<file path="config.mk">
export PLATFORM = sky130hd
export DESIGN_NAME = mem_access_ctrl
export DESIGN_NICKNAME = d
export VERILOG_FILES = /design/src/rtl/mem_access_ctrl.sv
export SDC_FILE = /design/constraint.sdc
export NUM_CORES = 1
export LEC_CHECK = 0
export ABC_AREA = 1
export BUFFER_PORTS_ARGS = -buffer_cell sky130_fd_sc_hd__buf_2
export CAP_MARGIN = 20
export CELL_PAD_IN_SITES_DETAIL_PLACEMENT = 0
export CELL_PAD_IN_SITES_GLOBAL_PLACEMENT = 1
export CORE_UTILIZATION = 40
export CTS_CLUSTER_SIZE = 8
export DETAILED_ROUTE_END_ITERATION = 10
export PLACE_DENSITY_LB_ADDON = 0.1
export SLEW_MARGIN = 5
export SYNTH_ARGS = -nofsm -noshare
export SYNTH_HDL_FRONTEND = slang
export SYNTH_SLANG_ARGS = --single-unit
</file>
<file path="constraint.sdc">
create_clock -name clk -period 2.65 [get_ports clk]
set_clock_uncertainty 0.1 [all_clocks]
set_input_delay 0.53 -clock clk [delete_from_list [all_inputs] [get_ports clk]]
set_output_delay 0.53 -clock clk [all_outputs]
set_load 0.01 [all_outputs]
</file>
<file path="src/rtl/mem_access_ctrl.sv">
// -----------------------------------------------------------------------------
// mem_access_ctrl
//
// Request front-end for a small memory that has separate write and read ports.
// Write/read requests arrive on a valid/ready interface and go into an in-order
// FIFO. An FSM drains the FIFO and drives the memory strobes. Read data is
// captured after a fixed latency and returned on a valid/ready response
// interface. Writes produce no response.
//
// Handshake semantics (both interfaces): a transfer happens on a rising clk
// edge where valid && ready are both high. The producer holds valid and the
// payload stable until the transfer. Ready may be low at any time.
//
// Optional build feature (macro MEM_CTRL_CHECK_EN):
//   defined   - a shadow copy of every write is kept, together with a valid bit
//               per address. err_flag pulses when a read returns data that
//               differs from the shadow copy of an address already written.
//   undefined - no shadow storage is built and err_flag stays 0.
//
// Ports:
//   clk, rst_n              clock (rising edge), async active-low reset
//   req_valid/req_ready     request handshake
//   req_write               1 = write, 0 = read
//   req_addr/req_wdata      request address / write data
//   rsp_valid/rsp_ready     read-response handshake
//   rsp_addr/rsp_rdata      address and data of the returned read
//   wr_en/addrw/wdata       memory write port (registered)
//   rd_en/addrr             memory read port (registered)
//   rdata                   memory read data, valid RD_LAT cycles after rd_en
//   err_flag                data-check error pulse
//   dbg_state               current FSM state encoding
// -----------------------------------------------------------------------------
module mem_access_ctrl #(
    parameter int ADDR_W     = 4,
    parameter int DATA_W     = 16,
    parameter int FIFO_DEPTH = 4,
    parameter int RD_LAT     = 1
) (
    input  logic              clk,
    input  logic              rst_n,
    input  logic              req_valid,
    output logic              req_ready,
    input  logic              req_write,
    input  logic [ADDR_W-1:0] req_addr,
    input  logic [DATA_W-1:0] req_wdata,
    output logic              rsp_valid,
    input  logic              rsp_ready,
    output logic [ADDR_W-1:0] rsp_addr,
    output logic [DATA_W-1:0] rsp_rdata,
    output logic              wr_en,
    output logic [ADDR_W-1:0] addrw,
    output logic [DATA_W-1:0] wdata,
    output logic              rd_en,
    output logic [ADDR_W-1:0] addrr,
    input  logic [DATA_W-1:0] rdata,
    output logic              err_flag,
    output logic [2:0]        dbg_state
);

    localparam int PTR_W = $clog2(FIFO_DEPTH);
    localparam int CNT_W = $clog2(RD_LAT + 1);

    localparam logic [PTR_W:0]   FIFO_FULL = (PTR_W + 1)'(FIFO_DEPTH);
    localparam logic [PTR_W:0]   FCNT_ONE  = (PTR_W + 1)'(1);
    localparam logic [PTR_W-1:0] PTR_ONE   = PTR_W'(1);
    localparam logic [CNT_W-1:0] WAIT_LOAD = CNT_W'(RD_LAT);
    localparam logic [CNT_W-1:0] WAIT_ONE  = CNT_W'(1);

    typedef enum logic [2:0] {
        IDLE  = 3'd0,
        WRITE = 3'd1,
        READ  = 3'd2,
        WAIT  = 3'd3,
        RESP  = 3'd4
    } state_t;

    state_t state, state_next;

    // ------------------------------------------------------------------
    // Request FIFO
    // ------------------------------------------------------------------
    logic              fifo_write [FIFO_DEPTH];
    logic [ADDR_W-1:0] fifo_addr  [FIFO_DEPTH];
    logic [DATA_W-1:0] fifo_data  [FIFO_DEPTH];

    logic [PTR_W-1:0] wr_ptr;
    logic [PTR_W-1:0] rd_ptr;
    logic [PTR_W:0]   count;
    logic [PTR_W:0]   count_next;

    logic              push;
    logic              pop;
    logic              empty;
    logic              head_write;
    logic [ADDR_W-1:0] head_addr;
    logic [DATA_W-1:0] head_wdata;

    assign push       = req_valid && req_ready;
    assign empty      = (count == '0);
    assign head_write = fifo_write[rd_ptr];
    assign head_addr  = fifo_addr[rd_ptr];
    assign head_wdata = fifo_data[rd_ptr];

    always_comb begin
        count_next = count;
        if (push && !pop) begin
            count_next = count + FCNT_ONE;
        end else if (!push && pop) begin
            count_next = count - FCNT_ONE;
        end
    end

    // Storage has no reset; only pointers and count define what is valid.
    always_ff @(posedge clk) begin
        if (push) begin
            fifo_write[wr_ptr] <= req_write;
            fifo_addr[wr_ptr]  <= req_addr;
            fifo_data[wr_ptr]  <= req_wdata;
        end
    end

    // req_ready is registered from the next count, so it always equals
    // (count < FIFO_DEPTH) of the current cycle but is 0 while in reset.
    // Since pop is only known from the registered count, an entry pushed
    // at one edge cannot be popped before the following edge.
    always_ff @(posedge clk or negedge rst_n) begin
        if (!rst_n) begin
            wr_ptr    <= '0;
            rd_ptr    <= '0;
            count     <= '0;
            req_ready <= 1'b0;
        end else begin
            if (push) wr_ptr <= wr_ptr + PTR_ONE;
            if (pop)  rd_ptr <= rd_ptr + PTR_ONE;
            count     <= count_next;
            req_ready <= (count_next < FIFO_FULL);
        end
    end

    // ------------------------------------------------------------------
    // Optional data check against a shadow copy of written data
    // ------------------------------------------------------------------
    logic check_err;

`ifdef MEM_CTRL_CHECK_EN
    logic [DATA_W-1:0]      shadow_mem [2**ADDR_W];
    logic [2**ADDR_W-1:0]   shadow_vld;

    always_ff @(posedge clk) begin
        if (wr_en) shadow_mem[addrw] <= wdata;
    end

    always_ff @(posedge clk or negedge rst_n) begin
        if (!rst_n) begin
            shadow_vld <= '0;
        end else if (wr_en) begin
            shadow_vld[addrw] <= 1'b1;
        end
    end

    // addrr still holds the address of the outstanding read at capture time.
    assign check_err = shadow_vld[addrr] && (rdata != shadow_mem[addrr]);
`else
    assign check_err = 1'b0;
`endif

    // ------------------------------------------------------------------
    // FSM
    // ------------------------------------------------------------------
    logic [CNT_W-1:0] wait_cnt;
    logic             capture;

    assign capture   = (state == WAIT) && (wait_cnt == WAIT_ONE);
    assign dbg_state = state;

    always_ff @(posedge clk or negedge rst_n) begin
        if (!rst_n) begin
            state <= IDLE;
        end else begin
            state <= state_next;
        end
    end

    always_comb begin
        state_next = state;
        pop        = 1'b0;
        case (state)
            IDLE: begin
                if (!empty) begin
                    pop        = 1'b1;
                    state_next = head_write ? WRITE : READ;
                end
            end
            WRITE: begin
                if (!empty) begin
                    pop        = 1'b1;
                    state_next = head_write ? WRITE : READ;
                end else begin
                    state_next = IDLE;
                end
            end
            READ: begin
                state_next = WAIT;
            end
            WAIT: begin
                if (wait_cnt == WAIT_ONE) state_next = RESP;
            end
            RESP: begin
                // rsp_valid is always high in RESP, so rsp_ready alone
                // completes the handshake.
                if (rsp_ready) begin
                    if (!empty) begin
                        pop        = 1'b1;
                        state_next = head_write ? WRITE : READ;
                    end else begin
                        state_next = IDLE;
                    end
                end
            end
            default: begin
                state_next = IDLE;
            end
        endcase
    end

    // ------------------------------------------------------------------
    // Registered memory strobes and response path
    // ------------------------------------------------------------------
    // The strobes are loaded at the pop edge, so each one is high exactly
    // for the WRITE or READ cycle that follows. They are mutually exclusive
    // because a pop is either a write or a read.
    always_ff @(posedge clk or negedge rst_n) begin
        if (!rst_n) begin
            wr_en     <= 1'b0;
            addrw     <= '0;
            wdata     <= '0;
            rd_en     <= 1'b0;
            addrr     <= '0;
            wait_cnt  <= '0;
            rsp_valid <= 1'b0;
            rsp_addr  <= '0;
            rsp_rdata <= '0;
            err_flag  <= 1'b0;
        end else begin
            wr_en <= pop && head_write;
            rd_en <= pop && !head_write;
            if (pop && head_write) begin
                addrw <= head_addr;
                wdata <= head_wdata;
            end
            if (pop && !head_write) begin
                addrr <= head_addr;
            end

            if (state == READ) begin
                wait_cnt <= WAIT_LOAD;
            end else if (state == WAIT) begin
                wait_cnt <= wait_cnt - WAIT_ONE;
            end

            if (capture) begin
                rsp_valid <= 1'b1;
                rsp_addr  <= addrr;
                rsp_rdata <= rdata;
            end else if ((state == RESP) && rsp_ready) begin
                rsp_valid <= 1'b0;
            end

            // Set at the capture edge so it coincides with the first
            // cycle of rsp_valid.
            err_flag <= capture && check_err;
        end
    end

endmodule

</file>
==> out/results.txt <==
Status = complete, no violations
Mapped Area = 5720 um2
Starting Density = 41.0%
CP Capture Type = register
Clock Pin Slew Worst Setup and Hold Paths = 60 ps
Die Ht = 122 um
Leakage Power = 3.04 nW
Largest net degree at the start of global routing = 35
Layout filler cell count = 1,264
Most frequent cells in the layout = nand2_1, buf_2, edfxtp_1
Synth unique cells = 33
Syn Nets = 509
Synth top area share = 44.1%
Area of the multi-input gates = 1500 um2
Worst Setup Path Type = register to register
Die area = 14,800 um2
Clk buf depth = 2
FFs w/ async S/R, synth = 41.3%
First-pass detailed-route iteration total = 4
Most used cell, CP = nand2_1
CP Launch Point = rd_ptr[0]
Routed wl met3 = 556 um
Cts bufs inserted = 17
Number of synthesized flops with an enable pin = 84
CTS Hold Bufs = 0
Fmax achieved = 505 MHz
Reg2Reg Setup Slack = 670 ps
Placed cell count = 720
CP Buf/Inv Count = 2
Initial DRC count = 267
Critical path startpoint category = register
FF+latch count, synth = 143
Critical Path End = wdata[1]
# setup viols final = 0
Tot Pwr = 8.97 mW
Sequential share of the synthesized area = 70.0%
Setup_tns = 0 ps
Min Tclk post-route = 1980 ps
Slew @ Worst Pin = 680 ps
Final Util = 50.2%
Pwr dens = 1280 nW/um2
Avg Cell Area, Syn = 12.5 um2
Core area = 13,900 um2
Top layer in use = met4
Sequential Area = 4000 um2
WL met2 = 5270 um
Die X = 122 um
Final Cell Area = 6990 um2
Setup repair after global routing missed its margin = no
Crit-path max FO = 32
Diodes inserted = 0
Vias = 3,648
Capturing point of the worst reg2reg path = wdata[1]
CP max stage delay = 400 ps
Total routed wirelength = 11,400 um
Antenna viol nets, final = 0
Max-cap check violation count = 0
Remaining routing DRC violations = 0
Worst reg2reg startpoint = rd_ptr[0]
Mapped Cells = 459
Worst vdd ir = 0.556 mV
Top-Level Pins = 93
Grt ovf = 0
Root buffer cell = clkbuf_16
Post-CTS Setup Inserts = 0
Arrival @ worst endpoint = 2190 ps
Required @ worst endpoint = 2860 ps
Routability cong. = 0.702
Post-DR vias/cell = 4.85
Worst hold-check path type = primary input to asynchronous set/reset pin
Layout cells sized above 1 = 28.1%
Wl on met1 = 5300 um
CTS sink cnt = 143
Worst reg2reg path depth = 8
Top FF cell, synth = edfxtp_1
Final std cells w/o fill = 752
Most common cell after layout, fill and taps aside = nand2_1
Initial antenna violation count = 0
Hold Vio Cnt, Final = 0
Headroom to the max-slew limit = 54.7%
Crit path depth = 8
Post-CTS sizing = 0
Largest cells by area after synthesis = edfxtp_1, dfrtp_1, nand2_1
Layout net count = 609
CTS tree = built
Final Cycle Share = 74.8%
Vias in the first global route = 3,516
Gr usage total = 16.8%
H-tree level count = 4
Slowest stage cell, crit path = dfrtp_1
Max-slew violations = 0
IO Port Bufs = 91
Cell taking the most area after synthesis = edfxtp_1
# rows = 43
Crit-path leading delay family = simple AND/OR/NAND/NOR gates
Clk_lat worst skew = 420 ps
Layout area overhead = 22.3%
Placed Area = 6360 um2
DP HPWL = 7100 um
Critical path, cell by cell = buf_4 > nand2_1 > nand3_1 > nand2_2 > nor2_8 > inv_4 > nand2_1 > nand2_1
First-pass GRT wire length = 18,200 um
Synth warn = 0
Routed wire length per instance = 15.1 um
## synthesized netlist by cell type (2+ instances only)
| cell type | n |
|---|---|
| nand2_1 | 97 |
| edfxtp_1 | 84 |
| dfrtp_1 | 59 |
| nor2_1 | 51 |
| o21ai_0 | 50 |
| inv_1 | 22 |
| o22ai_1 | 21 |
| mux2_4 | 12 |
| clkbuf_1 | 11 |
| ha_1 | 9 |
| buf_6 | 6 |
| mux2_2 | 5 |
| nand3_1 | 4 |
| nand2_2 | 3 |
| o21ai_1 | 3 |
| buf_4 | 2 |
| inv_4 | 2 |
| nor2_4 | 2 |
| xor2_1 | 2 |
## layout make-up
cell class,count,area share [%]
clock buffers,19,6.19
clock inverters,13,2.76
inverters,25,1.41
multi-input cells,271,21.4
flip-flops and latches,143,57.2
well taps,180,3.22
repair buffers,101,7.77
## flip-flops by register name (all words and copies together), names as in the netlist, 3 cells and up, named ones only
register / cells
addrw: 4
wdata: 16
fifo_write: 4
rsp_rdata: 16
fifo_addr: 16
fifo_data: 64
dbg_state: 3
rsp_addr: 4
addrr: 4
## worst min-delay path by stage
stage / start / end / depth (start not counted)
after floorplan: rst_n / asynchronous set/reset pin / 0
after global placement: wdata[9] / wdata[9] / 2
after detailed placement: wdata[12] / wdata[12] / 2
after CTS: rst_n / dbg_state[2] / 1
after global routing: rst_n / wait_cnt / 1
final: rst_n / asynchronous set/reset pin / 1
## cell families after synthesis
family	after synthesis	synth area share, %
adder cells (fa/ha/maj)	9	1.97
flip-flops	143	70.0
other	1	0.0656
multiplexers	17	4.14
XOR/XNOR	3	0.460
AND/OR/NAND/NOR	163	12.0
buffers and inverters	45	3.98
AO/OA/AOI/OAI	78	7.40
## power breakdown
group | internal, mW | switching, mW
Sequential | 3.06 | 0.319
Clock | 1.66 | 0.867
Combinational | 1.15 | 1.91
## per-layer routing
layer / vias up / global-route usage [%]
li1: 1773 / -
met1: 1766 / 21.6
met2: 93 / 26.1
met3: 16 / 4.63
met4: 0 / 8.64
met5: - / 0
## metrics by stage
step / hold WS [ps] / setup WS (ps)
after global routing: 89.4 / 506
after floorplan: 134 / 556
after global placement: 350 / 664
final: 48.4 / 669
after detailed placement: 355 / 639
after CTS: 64.1 / 630
Power figures use the tool's default switching activity.
